File: config.mk
export PLATFORM = sky130hd
export DESIGN_NAME = vai_initiator
export DESIGN_NICKNAME = d
export VERILOG_FILES = /design/src/rtl/vai_pkg.sv /design/src/rtl/vai_initiator.sv
export SDC_FILE = /design/constraint.sdc
export NUM_CORES = 1
export LEC_CHECK = 0
export ABC_AREA = 1
export CAP_MARGIN = 20
export CORE_UTILIZATION = 40
export DETAILED_ROUTE_END_ITERATION = 16
export PLACE_DENSITY = 0.75
export SLEW_MARGIN = 20
export SYNTH_ARGS = -nofsm -noshare
export SYNTH_HDL_FRONTEND = slang
export SYNTH_SLANG_ARGS = --single-unit
export TNS_END_PERCENT = 10
File: constraint.sdc
create_clock -name Clk_i -period 1.7 [get_ports Clk_i]
set_input_delay 0.255 -clock Clk_i [delete_from_list [all_inputs] [get_ports Clk_i]]
set_output_delay 0.255 -clock Clk_i [all_outputs]
set_load 0.01 [all_outputs]
File: src/rtl/vai_pkg.sv
// rtl/vai_pkg.sv - shared constants, state encoding and header helper for the VAI initiator
package vai_pkg;

    localparam int HDR_OP_W   = 4;
    localparam int HDR_ADDR_W = 4;
    localparam int DATA_W     = 8;

    localparam logic [HDR_OP_W-1:0] OP_READ  = 4'h0;
    localparam logic [HDR_OP_W-1:0] OP_WRITE = 4'h1;

    typedef enum logic [2:0] {
        ST_IDLE    = 3'd0,
        ST_TX_HDR  = 3'd1,
        ST_TX_DATA = 3'd2,
        ST_RX_HDR  = 3'd3,
        ST_RX_DATA = 3'd4,
        ST_RX_TRL  = 3'd5,
        ST_RSP     = 3'd6
    } vai_state_e;

    // Header layout: address in the upper nibble, opcode in the lower nibble.
    function automatic logic [DATA_W-1:0] make_header(input logic write,
                                                      input logic [HDR_ADDR_W-1:0] addr);
        return {addr, (write ? OP_WRITE : OP_READ)};
    endfunction

endpackage

File: src/rtl/vai_initiator.sv
// rtl/vai_initiator.sv - single-FSM initiator: command -> request frame -> response frame -> result
//
// Ports:
//   Clk_i, Reset_n_i                      clock, asynchronous active-low reset
//   CmdValid_i/CmdWrite_i/CmdAddr_i/CmdData_i, CmdAccept_o   command in
//   Dout_o/DoutValid_o/DoutStart_o/DoutStop_o, DoutAccept_i  request frame out (registered)
//   Din_i/DinValid_i/DinStart_i/DinStop_i, DinAccept_o       response frame in
//   RspValid_o/RspData_o/RspError_o, RspAccept_i             transaction result out
module vai_initiator
    import vai_pkg::*;
#(
    parameter int unsigned TIMEOUT = 255
) (
    input  logic                  Clk_i,
    input  logic                  Reset_n_i,

    input  logic                  CmdValid_i,
    input  logic                  CmdWrite_i,
    input  logic [HDR_ADDR_W-1:0] CmdAddr_i,
    input  logic [DATA_W-1:0]     CmdData_i,
    output logic                  CmdAccept_o,

    output logic [DATA_W-1:0]     Dout_o,
    output logic                  DoutValid_o,
    output logic                  DoutStart_o,
    output logic                  DoutStop_o,
    input  logic                  DoutAccept_i,

    input  logic [DATA_W-1:0]     Din_i,
    input  logic                  DinValid_i,
    input  logic                  DinStart_i,
    input  logic                  DinStop_i,
    output logic                  DinAccept_o,

    output logic                  RspValid_o,
    output logic [DATA_W-1:0]     RspData_o,
    output logic                  RspError_o,
    input  logic                  RspAccept_i
);

    localparam logic [7:0] TIMEOUT_CNT = 8'(TIMEOUT);

    vai_state_e              state_q, state_d;
    logic                    cmd_write_q, cmd_write_d;
    logic [HDR_ADDR_W-1:0]   cmd_addr_q, cmd_addr_d;
    logic [DATA_W-1:0]       cmd_data_q, cmd_data_d;
    logic                    err_q, err_d;
    logic [DATA_W-1:0]       rdata_q, rdata_d;
    logic [7:0]              idle_cnt_q, idle_cnt_d;

    logic [DATA_W-1:0]       dout_q, dout_d;
    logic                    dout_valid_q, dout_valid_d;
    logic                    dout_start_q, dout_start_d;
    logic                    dout_stop_q, dout_stop_d;

    logic                    in_rx;
    logic [DATA_W-1:0]       sent_hdr;
    logic [DATA_W-1:0]       next_hdr;

    assign in_rx    = (state_q == ST_RX_HDR) || (state_q == ST_RX_DATA) || (state_q == ST_RX_TRL);
    assign sent_hdr = make_header(cmd_write_q, cmd_addr_q);

    always_comb begin
        state_d     = state_q;
        cmd_write_d = cmd_write_q;
        cmd_addr_d  = cmd_addr_q;
        cmd_data_d  = cmd_data_q;
        err_d       = err_q;
        rdata_d     = rdata_q;
        idle_cnt_d  = idle_cnt_q;

        if (in_rx) begin
            idle_cnt_d = DinValid_i ? 8'd0 : idle_cnt_q + 8'd1;
        end

        unique case (state_q)
            ST_IDLE: begin
                if (CmdValid_i) begin
                    cmd_write_d = CmdWrite_i;
                    cmd_addr_d  = CmdAddr_i;
                    cmd_data_d  = CmdData_i;
                    state_d     = ST_TX_HDR;
                end
            end
            ST_TX_HDR: begin
                if (DoutAccept_i) begin
                    state_d = cmd_write_q ? ST_TX_DATA : ST_RX_HDR;
                end
            end
            ST_TX_DATA: begin
                if (DoutAccept_i) begin
                    state_d = ST_RX_HDR;
                end
            end
            ST_RX_HDR: begin
                // Beats before a Start marker are line noise and are dropped.
                if (DinValid_i && DinStart_i) begin
                    if ((Din_i != sent_hdr) || DinStop_i) begin
                        err_d = 1'b1;
                    end
                    state_d = cmd_write_q ? ST_RX_TRL : ST_RX_DATA;
                end
            end
            ST_RX_DATA: begin
                if (DinValid_i) begin
                    rdata_d = Din_i;
                    if (DinStop_i) begin
                        err_d   = 1'b1;
                        state_d = ST_RSP;
                    end else begin
                        state_d = ST_RX_TRL;
                    end
                end
            end
            ST_RX_TRL: begin
                if (DinValid_i) begin
                    if (DinStop_i) begin
                        err_d   = err_q | Din_i[0];
                        state_d = ST_RSP;
                    end else begin
                        err_d = 1'b1;
                    end
                end
            end
            ST_RSP: begin
                if (RspAccept_i) begin
                    err_d   = 1'b0;
                    rdata_d = '0;
                    state_d = ST_IDLE;
                end
            end
            default: begin
                state_d = ST_IDLE;
            end
        endcase

        // A silent responder aborts the transaction with an error result.
        if (in_rx && !DinValid_i && ((idle_cnt_q + 8'd1) == TIMEOUT_CNT)) begin
            err_d   = 1'b1;
            state_d = ST_RSP;
        end

        if (state_d == ST_RSP) begin
            idle_cnt_d = 8'd0;
        end
    end

    // Request outputs are computed from the next state so they appear as
    // flops; while a beat is stalled the next state and command are unchanged,
    // which keeps the beat stable.
    assign next_hdr = make_header(cmd_write_d, cmd_addr_d);

    always_comb begin
        dout_valid_d = 1'b0;
        dout_start_d = 1'b0;
        dout_stop_d  = 1'b0;
        dout_d       = '0;
        if (state_d == ST_TX_HDR) begin
            dout_valid_d = 1'b1;
            dout_start_d = 1'b1;
            dout_stop_d  = !cmd_write_d;
            dout_d       = next_hdr;
        end else if (state_d == ST_TX_DATA) begin
            dout_valid_d = 1'b1;
            dout_stop_d  = 1'b1;
            dout_d       = cmd_data_d;
        end
    end

    always_ff @(posedge Clk_i or negedge Reset_n_i) begin
        if (!Reset_n_i) begin
            state_q      <= ST_IDLE;
            cmd_write_q  <= 1'b0;
            cmd_addr_q   <= '0;
            cmd_data_q   <= '0;
            err_q        <= 1'b0;
            rdata_q      <= '0;
            idle_cnt_q   <= 8'd0;
            dout_q       <= '0;
            dout_valid_q <= 1'b0;
            dout_start_q <= 1'b0;
            dout_stop_q  <= 1'b0;
        end else begin
            state_q      <= state_d;
            cmd_write_q  <= cmd_write_d;
            cmd_addr_q   <= cmd_addr_d;
            cmd_data_q   <= cmd_data_d;
            err_q        <= err_d;
            rdata_q      <= rdata_d;
            idle_cnt_q   <= idle_cnt_d;
            dout_q       <= dout_d;
            dout_valid_q <= dout_valid_d;
            dout_start_q <= dout_start_d;
            dout_stop_q  <= dout_stop_d;
        end
    end

    assign CmdAccept_o = (state_q == ST_IDLE);
    assign DinAccept_o = in_rx;
    assign RspValid_o  = (state_q == ST_RSP);
    assign RspData_o   = rdata_q;
    assign RspError_o  = err_q;
    assign Dout_o      = dout_q;
    assign DoutValid_o = dout_valid_q;
    assign DoutStart_o = dout_start_q;
    assign DoutStop_o  = dout_stop_q;

endmodule

==> results of run 1 <==
## how the worst max path moves through the flow
stage	cells past startpoint	to	from	slack, ns
after floorplan	12	idle_cnt_q[2]$_DFFE_PN0P_	idle_cnt_q[0]$_DFFE_PN0P_	-0.008
after global placement	10	idle_cnt_q[3]$_DFFE_PN0P_	DinValid_i	-0.13
after detailed placement	10	idle_cnt_q[7]$_DFFE_PN0P_	DinValid_i	-0.15
after CTS	12	idle_cnt_q[7]$_DFFE_PN0P_	idle_cnt_q[0]$_DFFE_PN0P_	-0.18
after global routing	12	idle_cnt_q[7]$_DFFE_PN0P_	idle_cnt_q[1]$_DFFE_PN0P_	-0.17
final	12	idle_cnt_q[5]$_DFFE_PN0P_	idle_cnt_q[1]$_DFFE_PN0P_	-0.08
## cell families after synthesis
kind of cell,Yosys count
simple gates,181
flops,44
buf+inv,32
compound gates,16
xor+xnor,6
fa+ha+maj,2
## layout make-up
| cell class | instances | area [µm²] |
|---|---|---|
| clock buffers | 5 | 68.8 |
| clock inverters | 2 | 60.1 |
| fillers | 481 | 2170 |
| inverters | 27 | 104 |
| multi-input cells | 205 | 1170 |
| flip-flops and latches | 44 | 1110 |
| well taps | 72 | 90.1 |
| repair buffers | 87 | 767 |
## Yosys cell counts, drive strengths merged
master,n
nand2,110
o2111a,1
ha,2
nand3,29
a22oi,2
dfrtp,44
buf,4
nand4,10
o21ai,9
clkbuf,1
nand3b,1
o21bai,1
inv,27
xnor2,6
nor3,6
a21oi,3
nor2,20
or2,5
## per-layer routing
| layer | part of all wire (%) | global-route usage (%) |
|---|---|---|
| met5 | 0 | 0 |
| met4 | 2.0 | 7.41 |
| met3 | 3.0 | 3.41 |
| met2 | 50 | 34.6 |
| met1 | 45 | 24.8 |
## state kept, by name (all words and copies together), names as in the netlist
| signal | flops |
|---|---|
| Dout_o | 8 |
| RspData_o | 8 |
| cmd_data_q | 8 |
| idle_cnt_q | 8 |
| cmd_addr_q | 4 |
| state_q | 3 |
| DoutStart_o | 1 |
| DoutStop_o | 1 |
| DoutValid_o | 1 |
| RspError_o | 1 |
| cmd_write_q | 1 |
## through the flow
stage / setup TNS (ns) / instances / area (µm²) / setup slack (ns)
global route: -2.58 / 442 / 3370 / -0.173
global placement: -1.43 / 423 / 3060 / -0.126
floorplan: -0.0302 / 281 / 2310 / -0.00797
detailed placement: -1.70 / 423 / 3060 / -0.150
finish: -0.906 / 442 / 3370 / -0.0761
CTS: -2.38 / 434 / 3220 / -0.182
## placed cells by master (no fill, tap or decap), types with 2 or more instances in the layout
cell / count
nor2_4: 3
nor2_1: 12
inv_2: 5
clkbuf_8: 5
nor2_2: 2
nand2_2: 9
nor2_8: 3
dfrtp_2: 6
bufinv_16: 2
a21oi_1: 2
a22oi_1: 2
nor3_1: 4
dfrtp_1: 38
or2_2: 4
clkdlybuf4s50_1: 47
xnor2_1: 5
nand3_1: 27
nand2_4: 6
o21ai_0: 6
inv_1: 21
buf_4: 37
nand2_1: 95
nand4_1: 10
o21ai_1: 2
## power breakdown
| group | internal [mW] | switching (mW) |
|---|---|---|
| Clock | 0.578 | 0.354 |
| Sequential | 1.45 | 0.263 |
| Combinational | 1.27 | 1.38 |
## repair_timing
action	4_1_cts	5_1_grt
pin swaps	1	10
gates resized for setup	9	23
setup endpoints to repair	22	27
setup buffers	4	8
endpoints found under the hold margin	0	0
==> impl_metrics.env, run 1 <==
export IMPL_status="complete, but fails checks"
export IMPL_violations="setup timing"
export IMPL_syn2layout_area_growth_pct=45.9
export IMPL_reg2reg_to="idle_cnt_q[5]$_DFFE_PN0P_"
export IMPL_end_kind="register"
export IMPL_vdd_drop_max_mv=0.984
export IMPL_vias_per_cell=4.84
export IMPL_r2r_start="idle_cnt_q[1]$_DFFE_PN0P_"
export IMPL_vias=2141
export IMPL_drtAntennaViolNets=0
export IMPL_synthCells=281
export IMPL_max_stage_delay_ns=0.39
export IMPL_path_common_cell="nand2_4"
export IMPL_diodes=0
export IMPL_drive_gt1_share_pct=25.4
export IMPL_crit_arrival_ns=1.96
export IMPL_setup_violations=15
export IMPL_worstMarginPinSlew_ns=0.576
export IMPL_min_path_type="in2async"
export IMPL_fin_ws_ns=-0.0761
export IMPL_worst_hold_slack_ns=0.0215
export IMPL_yosysWarnings=0
export IMPL_ctsHtreeMaxLevel=2
export IMPL_clk_latency_ns=0.29
export IMPL_synth_top_cell_area_share_pct=47.7
export IMPL_final_nets=401
export IMPL_syn_nets=312
export IMPL_wl_per_cell_um=12.7
export IMPL_routabilityCongestion=0.823
export IMPL_cp_slowest_cell="dfrtp_1"
export IMPL_critical_path_top_delay_family="simple AND/OR/NAND/NOR gates"
export IMPL_num_io_pins=52
export IMPL_synth_compound_area_share_pct=5.04
export IMPL_die_width_um=77.9
export IMPL_start_util_pct=41.6
export IMPL_synth_yosys_seq_area_share_pct=47.7
export IMPL_yosysUniqueCellTypes=31
export IMPL_dp_hpwl_um=3950
export IMPL_numCtsBuffers=5
export IMPL_synth_fa_ha_area_share_pct=1.08
export IMPL_finalMaxSlewViolations=0
export IMPL_grt_pass1_wl_um=9470
export IMPL_p_leak_nw=1.72
export IMPL_fin_util_pct=60.7
export IMPL_fin_crit_sh_pct=104
export IMPL_synth_top_family_by_area="simple AND/OR/NAND/NOR gates"
export IMPL_synth_seq_cells=44
export IMPL_grt_ovfl_total=0
export IMPL_cts_hold_buf=0
export IMPL_min_period_ns=1.78
export IMPL_pwr_density_cell_nw_per_um2=1570
export IMPL_synth_mux_area_share_pct=0
export IMPL_reg2regPathDepth=12
export IMPL_synth_top_area_cell="dfrtp_1"
export IMPL_drt_pass1_iterations=4
export IMPL_antenna_found_initial=0
export IMPL_drc=0
export IMPL_path_max_fanout=12
export IMPL_yosys_top_cells_area="dfrtp_1 (48%), nand2_1 (17%), nand3_1 (6.3%)"
export IMPL_maxCapViolations=0
export IMPL_clkSinkCount=44
export IMPL_crit_buf_inv=1
export IMPL_syn_area_um2=2310
export IMPL_total_power_mw=5.29
export IMPL_fmax_mhz=563
export IMPL_synth_simple_area_share_pct=38.0
export IMPL_slew_headroom_pct=61.6
export IMPL_synthXorXnorAreaFrac_pct=2.28
export IMPL_crit_type="reg2reg"
export IMPL_drt_iter0_drc=102
export IMPL_die_h_um=77.9
export IMPL_dieArea_um2=6080
export IMPL_cts_tree="yes"
export IMPL_hold_violations=0
export IMPL_critPathRequiredTime_ns=1.88
export IMPL_reg2reg_slack_ns=-0.08
export IMPL_grt_use_total_pct=19.9
export IMPL_io_buffers=51
export IMPL_rsz0062_at_grt="yes"
export IMPL_path_clk_slew_ns=0.09
export IMPL_routed_wl_um=5620
export IMPL_synth_area_per_cell_um2=8.21
export IMPL_grt_max_degree=45
export IMPL_core_area_um2=5540
export IMPL_row_count=27
export IMPL_fin_worst_skew_ns=0.00928
export IMPL_path_cells="buf_4 -> ha_4 -> nand2_4 -> nand3_1 -> nor2_1 -> nand2_2 -> nor2_4 -> nand2_4 -> o21ai_4 -> nand2_4 -> nand3_1 -> nand2_1"
export IMPL_cts_path_max_buffers=2
export IMPL_critPathLaunchType="register"
export IMPL_ctsRootBufferMaster="clkbuf_8"
export IMPL_grt_pass1_vias=2112
(Power assumes the default switching activity.)
==> run 2, diff against run 1 <==
PLACE_DENSITY = not set   (was 0.75)
PLACE_DENSITY_LB_ADDON = 0.25   (was not set)
==> impl_metrics.env, run 2 (synthesized netlist as in run 1, its figures left out) <==
export IMPL_diodes=0
export IMPL_wl_met1_um=2580
export IMPL_power_frac_comb_pct=52.8
export IMPL_die_h_um=77.9
export IMPL_critPathRequiredTime_ns=1.94
export IMPL_grt_pass1_vias=2130
export IMPL_hold_violations=0
export IMPL_vias=2146
export IMPL_grt_ovfl_total=0
export IMPL_drtAntennaViolNets=0
export IMPL_row_count=27
export IMPL_instances_no_fill=441
export IMPL_dr_max_layer_used="met4"
export IMPL_drc=0
export IMPL_crit_arrival_ns=2.10
export IMPL_clockPowerShare_pct=15.0
export IMPL_syn2layout_area_growth_pct=48.6
export IMPL_wl_per_cell_um=13.0
export IMPL_fin_crit_sh_pct=110
export IMPL_critPathLaunchType="register"
export IMPL_final_nets=399
export IMPL_status="complete, but fails checks"
export IMPL_drt_pass1_iterations=4
export IMPL_slew_headroom_pct=69.9
export IMPL_reg2reg_to="DoutValid_o$_DFF_PN0_"
export IMPL_min_path_type="in2async"
export IMPL_clkSinkCount=44
export IMPL_p_sw_mw=2.10
export IMPL_wl_met2_um=2830
export IMPL_placedCellCount=426
export IMPL_io_buffers=51
export IMPL_fin_ws_ns=-0.164
export IMPL_p_int_mw=3.21
export IMPL_reg2reg_slack_ns=-0.16
export IMPL_seqPwrFrac_pct=32.2
export IMPL_r2r_start="idle_cnt_q[0]$_DFFE_PN0P_"
export IMPL_num_io_pins=52
export IMPL_grt_pass1_wl_um=9460
export IMPL_worstMarginPinSlew_ns=0.452
export IMPL_routed_wl_um=5730
export IMPL_fillers=538
export IMPL_antenna_found_initial=0
export IMPL_tns_ns=-2.05
export IMPL_drt_iter0_drc=107
export IMPL_fin_worst_skew_ns=0.00403
export IMPL_start_util_pct=41.6
export IMPL_maxCapViolations=0
export IMPL_vdd_drop_max_mv=0.903
export IMPL_ctsRootBufferMaster="clkbuf_8"
export IMPL_final_common_cell="nand2_1"
export IMPL_rsz0062_at_grt="yes"
export IMPL_routabilityCongestion=0.867
export IMPL_setup_violations=19
export IMPL_ctsHtreeMaxLevel=2
export IMPL_fmax_mhz=536
export IMPL_dp_worst_setup_slack_ns=-0.170
export IMPL_layout_common_cells="nand2_1 (89), clkdlybuf4s50_1 (47), dfrtp_1 (41), buf_4 (29), nand3_1 (24)"
export IMPL_pwr_density_cell_nw_per_um2=1550
export IMPL_swShare_pct=39.6
export IMPL_critical_path_endpoint="DoutValid_o$_DFF_PN0_"
export IMPL_path_max_fanout=6
export IMPL_numCtsBuffers=5
export IMPL_core_area_um2=5540
export IMPL_crit_type="reg2reg"
export IMPL_reg2regPathDepth=12
export IMPL_end_kind="register"
export IMPL_worst_hold_slack_ns=0.429
export IMPL_violations="setup timing"
export IMPL_p_leak_nw=1.72
export IMPL_grt_use_total_pct=19.9
export IMPL_path_clk_slew_ns=0.08
export IMPL_dieArea_um2=6080
export IMPL_cts_path_max_buffers=2
export IMPL_met3_length_um=257
export IMPL_total_power_mw=5.31
export IMPL_grt_max_degree=27
export IMPL_finalMaxSlewViolations=0
export IMPL_dp_hpwl_um=4140
export IMPL_drive_gt1_share_pct=27.4
export IMPL_clk_latency_ns=0.30
export IMPL_die_width_um=77.9
export IMPL_min_period_ns=1.86
export IMPL_critical_path_startpoint="idle_cnt_q[0]$_DFFE_PN0P_"
export IMPL_cts_tree="yes"
export IMPL_vias_per_cell=4.87
run 2: layout make-up:
| class | count | area, µm² | area share, % |
|---|---|---|---|
| multi-input combinational | 206 | 1240 | 36.3 |
| timing repair buffer | 84 | 771 | 22.5 |
| clock buffer | 6 | 72.6 | 2.12 |
| inverter | 27 | 111 | 3.25 |
| tap | 72 | 90.1 | 2.63 |
| clock inverter | 2 | 35.0 | 1.02 |
| sequential | 44 | 1100 | 32.2 |
run 2: worst max-delay path: stages, from the launching register on:
cell and delay (ns):
dfrtp_1 0.44, ha_4 0.19, nand2_4 0.07, nor2_4 0.13, nand3_2 0.10, nand2_2 0.07, nand2_2 0.07, nor2_4 0.18
nand2_4 0.09, o21ai_4 0.13, nand2_4 0.14, buf_4 0.15, nand2_1 0.06
run 2: repair_timing:
action / CTS / global route
setup buffers: 1 / 5
hold endpoints to repair: 18 / 0
gates resized for setup: 8 / 46
pin swaps: 0 / 20
cloned: 0 / 1
endpoints found under the setup margin: 23 / 25
hold buffers: 1 / 0
run 2: how the worst min path moves through the flow:
stage | from | endpoint
3_3_place_gp | Reset_n_i | Dout_o[6]$_DFF_PN0_
3_5_place_dp | Reset_n_i | Dout_o[6]$_DFF_PN0_
5_1_grt | Reset_n_i | Dout_o[6]$_DFF_PN0_
4_1_cts | Reset_n_i | Dout_o[6]$_DFF_PN0_
2_1_floorplan | Reset_n_i | DoutStart_o$_DFF_PN0_
6_report | Reset_n_i | cmd_data_q[5]$_DFF_PN0_
run 2: routing by layer:
metal	up-vias	GRT usage, %
met3	6	4.35
met4	0	7.22
met2	51	33.1
li1	1075	-
met1	1014	25.5
met5	-	0
run 2: power groups by stage:
stage | clock, mW | combinational [mW] | sequential, mW
floorplan | 0 | 1.33 | 1.72
global placement | 0 | 2.44 | 1.69
detailed placement | 0 | 2.49 | 1.70
CTS | 0.812 | 2.51 | 1.70
global route | 0.857 | 3.08 | 1.76
finish | 0.797 | 2.80 | 1.71
run 2: per-stage QoR:
step	utilization, %	cell area [µm²]
finish	61.9	3430
detailed placement	55.8	3090
global route	61.9	3430
CTS	58.2	3230
global placement	55.8	3090
floorplan	-	2310
